===== src/rtl/hssi_ets_fp_pkg.sv =====
// Shared types and widths for the HSSI egress-timestamp fingerprint scheduler.
package hssi_ets_fp_pkg;

   localparam int TS_WIDTH    = 96;
   localparam int AGE_WIDTH   = 8;
   localparam int CNT_WIDTH   = 16;
   // Wide enough for the largest supported requester count (8).
   localparam int OWNER_WIDTH = 3;

   localparam logic [AGE_WIDTH-1:0] AGE_MAX = '1;

   typedef struct packed {
      logic                   valid;
      logic [OWNER_WIDTH-1:0] owner;
      logic [AGE_WIDTH-1:0]   age;
   } fp_entry_t;

   function automatic logic [CNT_WIDTH-1:0] sat_inc(input logic [CNT_WIDTH-1:0] v);
      return (v == '1) ? v : v + 1'b1;
   endfunction

endpackage


===== src/rtl/hssi_ets_rr_arbiter.sv =====
// Rotating-priority arbiter: grants the first requester after the last winner.
module hssi_ets_rr_arbiter #(
   parameter int N_REQ = 4
) (
   input  logic                     clk,
   input  logic                     rst_n,
   input  logic [N_REQ-1:0]         req,
   input  logic                     en,
   input  logic                     accept,
   output logic [N_REQ-1:0]         grant,
   output logic [$clog2(N_REQ)-1:0] grant_idx
);

   localparam int PW = $clog2(N_REQ);
   localparam logic [PW:0] NR = (PW+1)'(N_REQ);

   logic [PW-1:0] ptr;
   logic [PW:0]   cand;
   logic          found;

   always_comb begin
      grant     = '0;
      grant_idx = '0;
      found     = 1'b0;
      cand      = '0;
      for (int k = 1; k <= N_REQ; k++) begin
         cand = {1'b0, ptr} + (PW+1)'(k);
         if (cand >= NR) cand = cand - NR;
         if (en && !found && req[cand[PW-1:0]]) begin
            found     = 1'b1;
            grant_idx = cand[PW-1:0];
         end
      end
      if (found) grant[grant_idx] = 1'b1;
   end

   always_ff @(posedge clk or negedge rst_n) begin
      if (!rst_n)      ptr <= '0;
      else if (accept) ptr <= grant_idx;
   end

endmodule


===== src/rtl/hssi_ets_fp_scheduler.sv =====
// Shares one ETS fingerprint space between TX requesters: allocation, owner
// routing of returned timestamps, age-based retirement and stray accounting.
module hssi_ets_fp_scheduler
   import hssi_ets_fp_pkg::*;
#(
   parameter int N_REQ    = 4,
   parameter int FP_WIDTH = 8,
   parameter int DEPTH    = 16,
   parameter int TICK_DIV = 1024
) (
   input  logic                       clk,
   input  logic                       rst_n,
   input  logic [N_REQ-1:0]           req_valid,
   output logic [N_REQ-1:0]           req_ready,
   output logic [FP_WIDTH-1:0]        alloc_fp,
   input  logic                       ts_valid,
   input  logic [FP_WIDTH-1:0]        ts_fp,
   input  logic [TS_WIDTH-1:0]        ts_data,
   output logic [N_REQ-1:0]           ts_out_valid,
   output logic [FP_WIDTH-1:0]        ts_out_fp,
   output logic [TS_WIDTH-1:0]        ts_out_data,
   output logic [N_REQ-1:0]           timeout_pulse,
   output logic [FP_WIDTH-1:0]        timeout_fp,
   input  logic [AGE_WIDTH-1:0]       cfg_timeout,
   output logic [$clog2(DEPTH+1)-1:0] outstanding,
   output logic [CNT_WIDTH-1:0]       stray_cnt,
   output logic [CNT_WIDTH-1:0]       timeout_cnt
);

   localparam int IW = $clog2(DEPTH);
   localparam int PW = $clog2(N_REQ);
   localparam int OW = $clog2(DEPTH+1);
   localparam int DW = (TICK_DIV > 1) ? $clog2(TICK_DIV) : 1;
   localparam logic [N_REQ-1:0] ONE = N_REQ'(1);

   fp_entry_t     tbl [DEPTH];
   logic [DW-1:0] presc;
   logic          tick;
   logic          any_free;
   logic [IW-1:0] free_idx;
   logic [PW-1:0] grant_idx;
   logic          alloc_go;
   logic          ts_in_range;
   logic [IW-1:0] ret_idx;
   logic          ret_hit;
   logic          stray;
   logic          exp_go;
   logic [IW-1:0] exp_idx;

   // Down-counting prescaler; terminal count at zero produces the age tick.
   assign tick = (presc == '0);

   always_ff @(posedge clk or negedge rst_n) begin
      if (!rst_n)    presc <= '0;
      else if (tick) presc <= DW'(TICK_DIV - 1);
      else           presc <= presc - 1'b1;
   end

   always_comb begin
      any_free = 1'b0;
      free_idx = '0;
      for (int i = DEPTH-1; i >= 0; i--) begin
         if (!tbl[i].valid) begin
            any_free = 1'b1;
            free_idx = IW'(i);
         end
      end
   end

   hssi_ets_rr_arbiter #(.N_REQ(N_REQ)) u_arb (
      .clk       (clk),
      .rst_n     (rst_n),
      .req       (req_valid),
      .en        (any_free),
      .accept    (alloc_go),
      .grant     (req_ready),
      .grant_idx (grant_idx)
   );

   assign alloc_go = |(req_valid & req_ready);
   assign alloc_fp = FP_WIDTH'(free_idx);

   assign ts_in_range = ({1'b0, ts_fp} < (FP_WIDTH+1)'(DEPTH));
   assign ret_idx     = ts_fp[IW-1:0];
   assign ret_hit     = ts_valid && ts_in_range && tbl[ret_idx].valid;
   assign stray       = ts_valid && !ret_hit;

   // A return to an entry masks its expiry so the timestamp is still delivered.
   always_comb begin
      exp_go  = 1'b0;
      exp_idx = '0;
      for (int i = DEPTH-1; i >= 0; i--) begin
         if (tbl[i].valid && (cfg_timeout != '0) && (tbl[i].age >= cfg_timeout) &&
             !(ret_hit && (ret_idx == IW'(i)))) begin
            exp_go  = 1'b1;
            exp_idx = IW'(i);
         end
      end
   end

   always_ff @(posedge clk or negedge rst_n) begin
      if (!rst_n) begin
         for (int i = 0; i < DEPTH; i++) tbl[i] <= '0;
      end else begin
         for (int i = 0; i < DEPTH; i++) begin
            if ((ret_hit && (ret_idx == IW'(i))) || (exp_go && (exp_idx == IW'(i)))) begin
               tbl[i].valid <= 1'b0;
            end else if (alloc_go && (free_idx == IW'(i))) begin
               tbl[i].valid <= 1'b1;
               tbl[i].owner <= OWNER_WIDTH'(grant_idx);
               tbl[i].age   <= '0;
            end else if (tick && tbl[i].valid && (tbl[i].age != AGE_MAX)) begin
               tbl[i].age <= tbl[i].age + 1'b1;
            end
         end
      end
   end

   always_ff @(posedge clk or negedge rst_n) begin
      if (!rst_n) begin
         ts_out_valid  <= '0;
         ts_out_fp     <= '0;
         ts_out_data   <= '0;
         timeout_pulse <= '0;
         timeout_fp    <= '0;
         stray_cnt     <= '0;
         timeout_cnt   <= '0;
         outstanding   <= '0;
      end else begin
         ts_out_valid  <= ret_hit ? (ONE << tbl[ret_idx].owner) : '0;
         timeout_pulse <= exp_go  ? (ONE << tbl[exp_idx].owner) : '0;
         if (ret_hit) begin
            ts_out_fp   <= ts_fp;
            ts_out_data <= ts_data;
         end
         if (exp_go) begin
            timeout_fp  <= FP_WIDTH'(exp_idx);
            timeout_cnt <= sat_inc(timeout_cnt);
         end
         if (stray) stray_cnt <= sat_inc(stray_cnt);
         outstanding <= outstanding + OW'(alloc_go) - OW'(ret_hit) - OW'(exp_go);
      end
   end

endmodule

===== config.mk =====
export PLATFORM = sky130hd
export DESIGN_NAME = hssi_ets_fp_scheduler
export DESIGN_NICKNAME = d
export VERILOG_FILES = /design/src/rtl/hssi_ets_fp_pkg.sv /design/src/rtl/hssi_ets_rr_arbiter.sv /design/src/rtl/hssi_ets_fp_scheduler.sv
export SDC_FILE = /design/constraint.sdc
export NUM_CORES = 1
export LEC_CHECK = 0
export BUFFER_PORTS_ARGS = -buffer_cell sky130_fd_sc_hd__buf_4
export CAP_MARGIN = 20
export CORE_ASPECT_RATIO = 0.6
export CORE_MARGIN = 3
export CORE_UTILIZATION = 63
export DETAILED_ROUTE_END_ITERATION = 10
export HOLD_SLACK_MARGIN = 0.12
export PLACE_DENSITY = 0.87
export SETUP_SLACK_MARGIN = 0.5
export SYNTH_ARGS = -nofsm -noshare
export SYNTH_HDL_FRONTEND = slang
export SYNTH_SLANG_ARGS = --single-unit

===== constraint.sdc =====
create_clock -name clk -period 9.4 [get_ports clk]
set_clock_uncertainty 0.05 [all_clocks]
set_input_delay 1.88 -clock clk [delete_from_list [all_inputs] [get_ports clk]]
set_output_delay 1.88 -clock clk [all_outputs]
set_load 0.02 [all_outputs]

Yosys cells after proc, flatten, opt, wreduce, memory -nomap -nowiden
Index checks and enable logic that the tools add are counted.

storage, ports and cells
  flip-flop bits (word level) = 341
  input port bits = 119
  output and inout bits = 169
  logic and storage cells = 610

operators by class
  add/sub/neg operators = 30
  magnitude comparators = 29
  equal/unequal tests = 63
  shifts and indexed selects = 2
  multiplexer cells = 160
  bitwise logic cells = 21
  reductions and logical operators = 247

operators by type and width
  cell                                                                  count
  8-bit 2-to-1 mux                                                      32
  4-bit 2-to-1 mux                                                      51
  1-bit logical AND                                                     139
  8-bit by 1-bit adder with 8-bit output, second input constant         16
  8-bit greater-or-equal comparator                                     16
  8-bit != test, second input constant                                  16
  12-bit binary-select mux with 4-bit select                            2
  4-bit == test, second input constant                                  24
  2-bit AND reduction                                                   34
  2-bit nonzero test                                                    32
  1-bit 2-to-1 mux                                                      57
  4-bit by 3-bit == test with 1-bit output, second input constant       12
  16-bit by 1-bit adder with 16-bit output, second input constant       2
  16-bit == test, second input constant                                 2
  4-bit by 2-bit == test with 1-bit output, second input constant       6
  12-bit 2-to-1 mux                                                     2
  11-bit 2-to-1 mux                                                     2
  1-bit zero test                                                       20
  1-bit NOT                                                             18
  1-bit logical OR                                                      16
  2-bit 2-to-1 mux                                                      8
  2-bit by 3-bit < comparator with 1-bit output, second input constant  5
  4-bit by 1-bit == test with 1-bit output, second input constant       3
  3-bit greater-or-equal comparator, second input constant              4
  other kinds (20)                                                      33

Depth between registers and ports, before layout
Gate-level depths: netlist of the first run.

  word-level depth = 40
  depth in mapped cells = 17
  gate-level depth less buffers = 17

Modules after synthesis
A second synthesis of the first run with hierarchy kept.

unflattened totals
  cell total of the unflattened synthesis = 1,911
  area, all modules = 19,757.7 um^2

by module, submodules not included
  module                 times used  cells each  area an instance (um^2)  seq. area each (um^2)
  hssi_ets_fp_scheduler  1           1,846       19,273.5                 8,483.1
  hssi_ets_rr_arbiter    1           65          484.2                    50.0

Least setup slack after synthesis of the first run
Ideal clock, no wire load.

  kind = input port to flip-flop
  start = input cfg_timeout[2]
  end = register outstanding[3]
  setup time = 123 ps
  data arrival time = 5,757 ps
  data required time = 9,227 ps
  path slack = 3,471 ps
  cell stages on the path = 14
  path buffers = 0
  cell sequence = inv_1 > ha_1 > a21o_1 > a31oi_1 > o22ai_1 > o41a_1 > nor4_1 > nand2_1 > nor2_1 > fa_1 > ha_1 > ha_1 > fa_1 > xor2_1

on the way
  cells in the longest elaborated chain, start to end = 21
  elaborated cells between the ends (all ways) = 82
  those cells by class = 1 x add/sub; 16 x order compare; 16 x mux; 49 x reduce/logical

ends and longest elaborated chain
  what                                                                                        line                          source
  start, declared                                                                             hssi_ets_fp_scheduler.sv:24   input logic [AGE_WIDTH-1:0] cfg_timeout,
  parallel branches: the longest is 19 deep, another holds 8-bit greater-or-equal comparator  n/a
  1-bit 2-to-1 mux (*)                                                                        hssi_ets_fp_scheduler.sv:93   if (tbl[i].valid && (cfg_timeout != '0) && (tbl[i].age >= cfg_timeout) &&
  5-bit by 1-bit subtractor with 5-bit output (*)                                             hssi_ets_fp_scheduler.sv:141  outstanding <= outstanding + OW'(alloc_go) - OW'(ret_hit) - OW'(exp_go);
  end signal, assigned                                                                        hssi_ets_fp_scheduler.sv:141
  end, declared                                                                               hssi_ets_fp_scheduler.sv:25   output logic [$clog2(DEPTH+1)-1:0] outstanding,

Every way passes the cells marked *.
A chain may end at the register's enable or synchronous reset.

Worst setup path after layout of the first run
  start = input cfg_timeout[5]
  end = register outstanding[3]

Same word-level chain as after synthesis.

==> impl_metrics.py, run 1 <==
metrics = {
    "cts": {
        "cts_resized": 0,
        "htreeDepth": 1,
        "numCtsBuffers": 31,
        "postCtsSetupRepairBufs": 0,
        "cts_tree": "done",
        "clk_pin_slew_worst_paths_ns": 0.06,
        "clock_path_buffers": 3,
        "root_buffer": "clkbuf_16",
        "cts_hold_buffers": 0,
        "clock_latency_ns": 0.59,
        "cts_sinks": 341,
    },
    "drt": {
        "dr.pass1.iters": 8,
        "via_per_inst": 6.62,
        "ant_nets": 0,
        "routed_wl_mm": 63.4,
        "routedWlPerCell_um": 24.4,
        "drcViolationCount": 0,
        "drt_iter0_drc": 1835,
        "vias": 17200,
    },
    "sta": {
        "final_hold_viol_count": 0,
        "fin_crit_sh_pct": 78.2,
        "rsz0062_at_grt": "no",
        "fmax_ghz": 0.136,
        "setup_violations": 0,
        "min_period_ns": 7.35,
        "worst_pin_slew_ns": 1.18,
        "setup_slack_ns": 2.05,
        "relSlewSlack_pct": 21.4,
        "slew_viol_final": 0,
        "fin_tns_setup_ns": 0,
        "hold_ws_ns": 0.436,
    },
    "worst_setup_path": {
        "reg2regPathDepth": 12,
        "r2r_slack_ns": 3.93,
        "critPathTopFamily": "adder cells",
        "crit_required_ns": 9.82,
        "cp_data_arrival_time_ns": 7.77,
        "cp_num_buf_inv": 2,
        "worst_path_most_repeated_cell": "ha_1",
        "max_stage_delay_ns": 0.99,
        "timing.rr.start": "tbl[17]$_DFFE_PN0P_",
        "critPathLaunchType": "primary input",
        "endpoint_kind": "flop",
        "path_max_fanout": 16,
        "worstPathCellList": "buf_4, inv_1, ha_1, and4_1, a221oi_1, a211oi_1, a2111o_1, or2_2, nor2_1, fa_1, ha_1, ha_1, fa_1, xor2_1",
        "cp_slowest_cell": "a221oi_1",
        "crit_type": "in -> reg",
        "r2r-end": "outstanding[3]$_DFF_PN0_",
    },
    "finish": {
        "drive_gt1_share_pct": 23.5,
        "design_area_um2": 23000,
        "layout.nets": 2444,
        "syn2layout_area_growth_pct": 19.2,
    },
    "synth": {
        "syn_avg_cell_area_um2": 10.3,
        "yosysSeqAreaShare_pct": 44.2,
        "yosysTopAreaCellShare_pct": 44.2,
        "synth_top_family_by_area": "simple AND/OR/NAND/NOR gates",
        "synth_compound_area_share_pct": 12.6,
        "syn_inst": 1875,
        "synth_flop_cell": "dfrtp_1",
        "synthesis.area_um2": 19300,
        "synth_mux_area_share_pct": 8.97,
        "async_flop_share_pct": 100,
        "ys_ff_latch": 341,
        "ys_types": 81,
        "synth-edff-count": 0,
        "synth_xor_area_share_pct": 4.81,
        "synth_area_leaders": "dfrtp_1 44%, ha_1 9.9%, mux2_2 6.7%, nand2_1 3.8%, nor2_1 2.7%",
        "synth_simple_gate_area_share_pct": 17.0,
        "synth_warnings": 0,
        "synth_top_area_cell": "dfrtp_1",
        "synth_adder_area_share_pct": 10.1,
    },
    "worst_hold_path": {
        "holdPathEnd": "presc[4]$_DFF_PN0_",
        "hold_path_startpoint": "presc[4]$_DFF_PN0_",
        "hold_depth": 1,
        "hold_path_class": "reg -> reg",
    },
    "pwr": {
        "power_switching_share_pct": 41.6,
        "power_switching_mw": 2.49,
        "leakagePower_nw": 11.3,
        "clockPowerShare_pct": 22.5,
        "cellPowerDensity_nw_per_um2": 260,
        "combPwrFrac_pct": 41.4,
        "peakVddDrop_mv": 0.215,
        "seq_power_share_pct": 36.1,
        "p_int_mw": 3.50,
        "p_total_mw": 5.99,
    },
    "job": {
        "cap_violations": 0,
    },
    "global_route": {
        "antenna_found_initial": 1,
        "grt_pass1_vias": 17100,
        "grt_max_degree": 172,
        "overflow": 0,
        "track_usage_pct": 37.9,
        "grt_first_pass_wirelength_mm": 96.5,
    },
    "die": {
        "num_rows": 48,
        "die_h_um": 142,
        "fp.dieArea_um2": 32800,
        "core-area_um2": 29400,
        "io-pin-count": 288,
        "die_w_um": 232,
        "start_util_pct": 65.6,
    },
    "outcome": {
        "status": "completed",
    },
    "placed_design": {
        "place.gp.congestion": 1.08,
        "place_hpwl_mm": 45.7,
        "portBuffers": 279,
        "post_dp_cell_area_um2": 21900,
        "place_ws_ns": 1.86,
    },
}
[state kept, by name, indices dropped and copies added (netlist names)]
name and cells:
tbl 176, ts_out_data 96, stray_cnt 16, timeout_cnt 16, presc 10, ts_out_fp 8
outstanding 5, timeout_fp 4, timeout_pulse 4, ts_out_valid 4, u_arb.ptr 2
[power by group through the flow]
stage / registers [mW] / logic [mW] / clock network, mW
final: 2.16 / 2.48 / 1.35
after global routing: 2.19 / 2.63 / 1.41
after CTS: 2.14 / 2.42 / 1.35
after detailed placement: 2.15 / 2.38 / 0
after global placement: 2.13 / 2.30 / 0
after floorplan: 2.30 / 1.19 / 0
[area by class of cell]
type                    count  area, um^2
clock buffers              43         891
diodes                      1        2.50
flip-flops and latches    341        8530
repair buffers            308        2350
clock inverters            14         163
fillers                  1835        6420
well taps                 400         500
multi-input cells        1429       10300
inverters                  60         225
[cells in the final DEF, fill, tap and decap left out, types with 9 or more instances in the layout]
master,synthesis,final
nand2b_1,25,25
ha_1,152,152
o21a_1,23,23
nand3_1,70,70
o31ai_1,12,12
a21oi_1,45,45
a21o_1,14,14
buf_4,8,303
a2111oi_0,10,10
nor4_1,15,15
xnor2_1,54,54
or4_1,9,9
dfrtp_1,341,341
nor3_1,45,44
clkbuf_16,0,31
a211oi_1,11,10
mux2i_1,12,12
inv_1,60,60
and3_1,60,60
o21ai_0,102,102
xor2_1,52,52
mux2_2,115,115
a31oi_1,21,21
and2_1,16,16
nand2_1,197,197
nand4_1,44,44
or2_2,9,9
o211ai_1,14,14
mux4_2,14,14
nor2_1,139,138
[logic make-up (layout without fill, tap and decap cells)]
kind of cell / count (synthesis) / count (layout)
buf+inv: 112 / 425
other cells: 1 / 9
simple gates: 666 / 666
flops: 341 / 341
mux: 141 / 141
compound gates: 354 / 354
fa+ha+maj: 154 / 154
xor+xnor: 106 / 106
[routing by layer]
| metal | routed length, um | global-route usage, % |
|---|---|---|
| met1 | 25300 | 52.4 |
| met4 | 1840 | 10.3 |
| met5 | 13 | 0 |
| met2 | 28300 | 57.3 |
| met3 | 7860 | 13.1 |
[worst max path at each step]
| stage | start | to | slack, ns | cells after the start |
|---|---|---|---|---|
| finish | cfg_timeout[5] | outstanding[3]$_DFF_PN0_ | 2.05 | 14 |
| global route | cfg_timeout[5] | outstanding[3]$_DFF_PN0_ | 2.11 | 14 |
| CTS | cfg_timeout[5] | outstanding[3]$_DFF_PN0_ | 2.46 | 14 |
| detailed placement | cfg_timeout[5] | outstanding[3]$_DFF_PN0_ | 1.86 | 14 |
| global placement | cfg_timeout[5] | outstanding[3]$_DFF_PN0_ | 1.98 | 14 |
| floorplan | cfg_timeout[2] | outstanding[3]$_DFF_PN0_ | 3.47 | 14 |
[worst register-to-register path, cell delays in order (launching register included)]
cell and delay [ns]:
dfrtp_1 0.44, ha_1 0.31, and4_1 0.23, a221oi_1 0.99, a211oi_1 0.20, a2111o_1 0.51, or2_2 0.31, nor2_1 0.76
fa_1 0.57, ha_1 0.21, ha_1 0.21, fa_1 0.38, xor2_1 0.17
[stage by stage]
stage	cells	util, %
floorplan	1882	-
global placement	2535	74.5
detailed placement	2536	74.5
CTS	2593	78.0
global route	2595	78.2
finish	2596	78.2
[synth_stat cells, types with 9 or more instances]
library cell / instances
mux2i_1: 12
mux4_2: 14
o31ai_1: 12
a211oi_1: 11
nand4_1: 44
nor4_1: 15
or4_1: 9
o211ai_1: 14
a21o_1: 14
and3_1: 60
a21oi_1: 45
a2111oi_0: 10
xnor2_1: 54
o21ai_0: 102
a31oi_1: 21
clkbuf_1: 36
nor3_1: 45
xor2_1: 52
nor2_1: 139
and2_1: 16
mux2_2: 115
nand2_1: 197
ha_1: 152
inv_1: 60
o21a_1: 23
nand2b_1: 25
dfrtp_1: 341
or2_2: 9
nand3_1: 70
Note: power is estimated with default switching activity, not from simulation.
==> run 2, diff against run 1 <==
--- a/config.mk
+++ b/config.mk
@@ -9,10 +9,10 @@
 export CAP_MARGIN = 20
 export CORE_ASPECT_RATIO = 0.6
 export CORE_MARGIN = 3
-export CORE_UTILIZATION = 63
+export CORE_UTILIZATION = 58
 export DETAILED_ROUTE_END_ITERATION = 10
 export HOLD_SLACK_MARGIN = 0.12
-export PLACE_DENSITY = 0.87
+export PLACE_DENSITY = 0.81
 export SETUP_SLACK_MARGIN = 0.5
 export SYNTH_ARGS = -nofsm -noshare
 export SYNTH_HDL_FRONTEND = slang
==> constraint.sdc (replaced) <==
create_clock -name clk -period 6.9 [get_ports clk]
set_clock_uncertainty 0.05 [all_clocks]
set_input_delay 1.38 -clock clk [delete_from_list [all_inputs] [get_ports clk]]
set_output_delay 1.38 -clock clk [all_outputs]
set_load 0.02 [all_outputs]
==> run 2 against run 1 <==
  * Cell count increased by 2.7%
  * Die area increased by 8.3%
  * Critical path type unchanged
  * Via count decreased by 2.2%
  * Highest routed layer unchanged
  * Largest power group unchanged
  * Flip-flop and latch count unchanged
  * Largest cell class unchanged
  * Setup slack got worse by 1.1 ns
  * Critical path depth decreased by 1
  * Non-clock buffer count increased by 15
  * Register-to-register slack got worse by 1.9 ns
  * Sequential power increased by 36%
  * Clock power increased by 42%
  * Worst hold slack got worse by 0.020 ns
==> impl_metrics.py, run 2 (synthesis gave the netlist of run 1 again) <==
metrics = {
    "worst_hold_path": {
        "hold_path_class": "reg -> reg",
        "holdPathEnd": "presc[0]$_DFF_PN0_",
        "hold_depth": 1,
        "hold_path_startpoint": "presc[0]$_DFF_PN0_",
    },
    "drt": {
        "routedWlPerCell_um": 23.1,
        "ant_nets": 0,
        "via_per_inst": 6.30,
        "vias": 16800,
        "drcViolationCount": 0,
        "routed_wl_mm": 61.5,
        "dr.pass1.iters": 7,
        "drt_iter0_drc": 1676,
    },
    "global_route": {
        "antenna_found_initial": 1,
        "grt_first_pass_wirelength_mm": 94.4,
        "track_usage_pct": 34.3,
        "grt_max_degree": 155,
        "overflow": 0,
        "grt_pass1_vias": 16100,
    },
    "pwr": {
        "power_switching_share_pct": 40.8,
        "cellPowerDensity_nw_per_um2": 353,
        "combPwrFrac_pct": 41.0,
        "p_total_mw": 8.22,
        "clockPowerShare_pct": 23.3,
        "seq_power_share_pct": 35.6,
        "power_switching_mw": 3.36,
        "leakagePower_nw": 11.4,
        "peakVddDrop_mv": 0.214,
        "p_int_mw": 4.86,
    },
    "sta": {
        "setup_violations": 0,
        "min_period_ns": 5.93,
        "worst_pin_slew_ns": 1.11,
        "rsz0062_at_grt": "no",
        "final_hold_viol_count": 0,
        "fin_crit_sh_pct": 86.0,
        "fmax_ghz": 0.169,
        "slew_viol_final": 0,
        "relSlewSlack_pct": 25.8,
        "fin_tns_setup_ns": 0,
    },
    "worst_setup_path": {
        "worstPathCellList": "buf_4, inv_1, ha_1, and4_1, a221oi_1, a21boi_0, a311oi_1, o31ai_2, a211oi_1, or2_1, a211oi_2, and4_1, o21a_1",
        "path_max_fanout": 13,
        "cp_num_buf_inv": 2,
        "worst_path_most_repeated_cell": "and4_1",
        "crit_required_ns": 7.27,
        "r2r-end": "tbl[77]$_DFFE_PN0P_",
        "r2r_slack_ns": 2.05,
        "reg2regPathDepth": 11,
        "endpoint_kind": "flop",
        "max_stage_delay_ns": 0.79,
        "critPathTopFamily": "compound AO/OA/AOI/OAI gates",
        "crit_type": "in -> reg",
        "critPathLaunchType": "primary input",
        "cp_data_arrival_time_ns": 6.30,
        "timing.rr.start": "tbl[5]$_DFFE_PN0P_",
        "cp_slowest_cell": "a311oi_1",
    },
    "finish": {
        "reg.largest.list": "tbl: 176 flops, ts_out_data: 96 flops",
        "utilization_pct": 71.3,
        "syn2layout_area_growth_pct": 20.6,
        "fillers": 2423,
        "largest_register_ffs": 176,
        "layout_commonest_cell": "dfrtp_1",
        "diodes": 0,
        "drive_gt1_share_pct": 24.1,
        "final_cell_mix": "341 x dfrtp_1, 320 x buf_4, 197 x nand2_1",
        "max_flop_register": "tbl",
        "layout.nets": 2463,
    },
    "cts": {
        "cts_hold_buffers": 0,
        "clock_latency_ns": 0.54,
        "numCtsBuffers": 35,
        "cts_resized": 0,
        "htreeDepth": 2,
        "cts_tree": "done",
        "cts_sinks": 341,
        "root_buffer": "clkbuf_16",
        "postCtsSetupRepairBufs": 0,
        "clk_pin_slew_worst_paths_ns": 0.06,
        "clock_path_buffers": 3,
    },
    "job": {
        "cap_violations": 0,
    },
    "die": {
        "die_w_um": 241,
        "io-pin-count": 288,
        "fp.dieArea_um2": 35600,
        "die_h_um": 147,
        "num_rows": 51,
        "start_util_pct": 59.2,
        "core-area_um2": 32600,
    },
    "placed_design": {
        "portBuffers": 279,
        "place_hpwl_mm": 46.1,
        "place.gp.congestion": 1.03,
    },
    "outcome": {
        "status": "completed",
    },
}
[run 2: metal layers]
metal | vias to the layer above | track usage, % | routed length (um)
li1 | 7498 | - | -
met1 | 8344 | 52.1 | 27400
met2 | 868 | 48.9 | 26000
met3 | 84 | 10.3 | 7050
met4 | 2 | 6.44 | 1030
met5 | - | 0 | 10
[run 2: area by class of cell]
cell class | count | area (um^2) | share of cell area [%]
repair buffers | 323 | 2440 | 10.5
clock inverters | 11 | 105 | 0.452
well taps | 450 | 563 | 2.42
inverters | 60 | 225 | 0.968
flip-flops and latches | 341 | 8530 | 36.7
multi-input cells | 1429 | 10300 | 44.5
clock buffers | 52 | 1040 | 4.48
[run 2: how the worst max path moves through the flow]
stage / from / to / slack [ns] / depth (start not counted)
3_5_place_dp: cfg_timeout[5] / outstanding[3]$_DFF_PN0_ / 0.66 / 14
6_report: cfg_timeout[5] / tbl[41]$_DFFE_PN0P_ / 0.97 / 13
5_1_grt: cfg_timeout[5] / tbl[138]$_DFFE_PN0P_ / 0.72 / 13
2_1_floorplan: cfg_timeout[2] / outstanding[3]$_DFF_PN0_ / 1.47 / 14
4_1_cts: cfg_timeout[5] / outstanding[3]$_DFF_PN0_ / 1.20 / 14
3_3_place_gp: cfg_timeout[5] / outstanding[3]$_DFF_PN0_ / 0.71 / 14
[run 2: stage by stage]
| step | area, um^2 | cells | hold slack, ns | setup slack [ns] |
|---|---|---|---|---|
| 5_1_grt | 23300 | 2666 | 0.432 | 0.716 |
| 4_1_cts | 23200 | 2665 | 0.420 | 1.20 |
| 3_5_place_dp | 22100 | 2602 | 0.412 | 0.662 |
| 2_1_floorplan | 19300 | 1882 | 0.379 | 1.47 |
| 6_report | 23300 | 2666 | 0.415 | 0.967 |
| 3_3_place_gp | 22100 | 2602 | 0.397 | 0.713 |
[run 2: power by group through the flow]
stage / sequential (mW) / combinational (mW) / clock (mW)
2_1_floorplan: 3.13 / 1.63 / 0
3_3_place_gp: 2.90 / 3.21 / 0
5_1_grt: 2.97 / 3.61 / 2.02
3_5_place_dp: 2.92 / 3.29 / 0
4_1_cts: 2.90 / 3.30 / 1.94
6_report: 2.93 / 3.37 / 1.92
[run 2: worst reg2reg max path, cell delays in order, from the launching register on]
cell	delay, ns
dfrtp_1	0.45
ha_1	0.33
and4_1	0.24
o2111ai_1	0.17
a21boi_0	0.70
a311oi_1	0.40
o31a_1	0.43
o41ai_4	0.97
a22oi_1	0.36
nand2_1	0.37
or4_1	0.17
a21oi_1	0.06
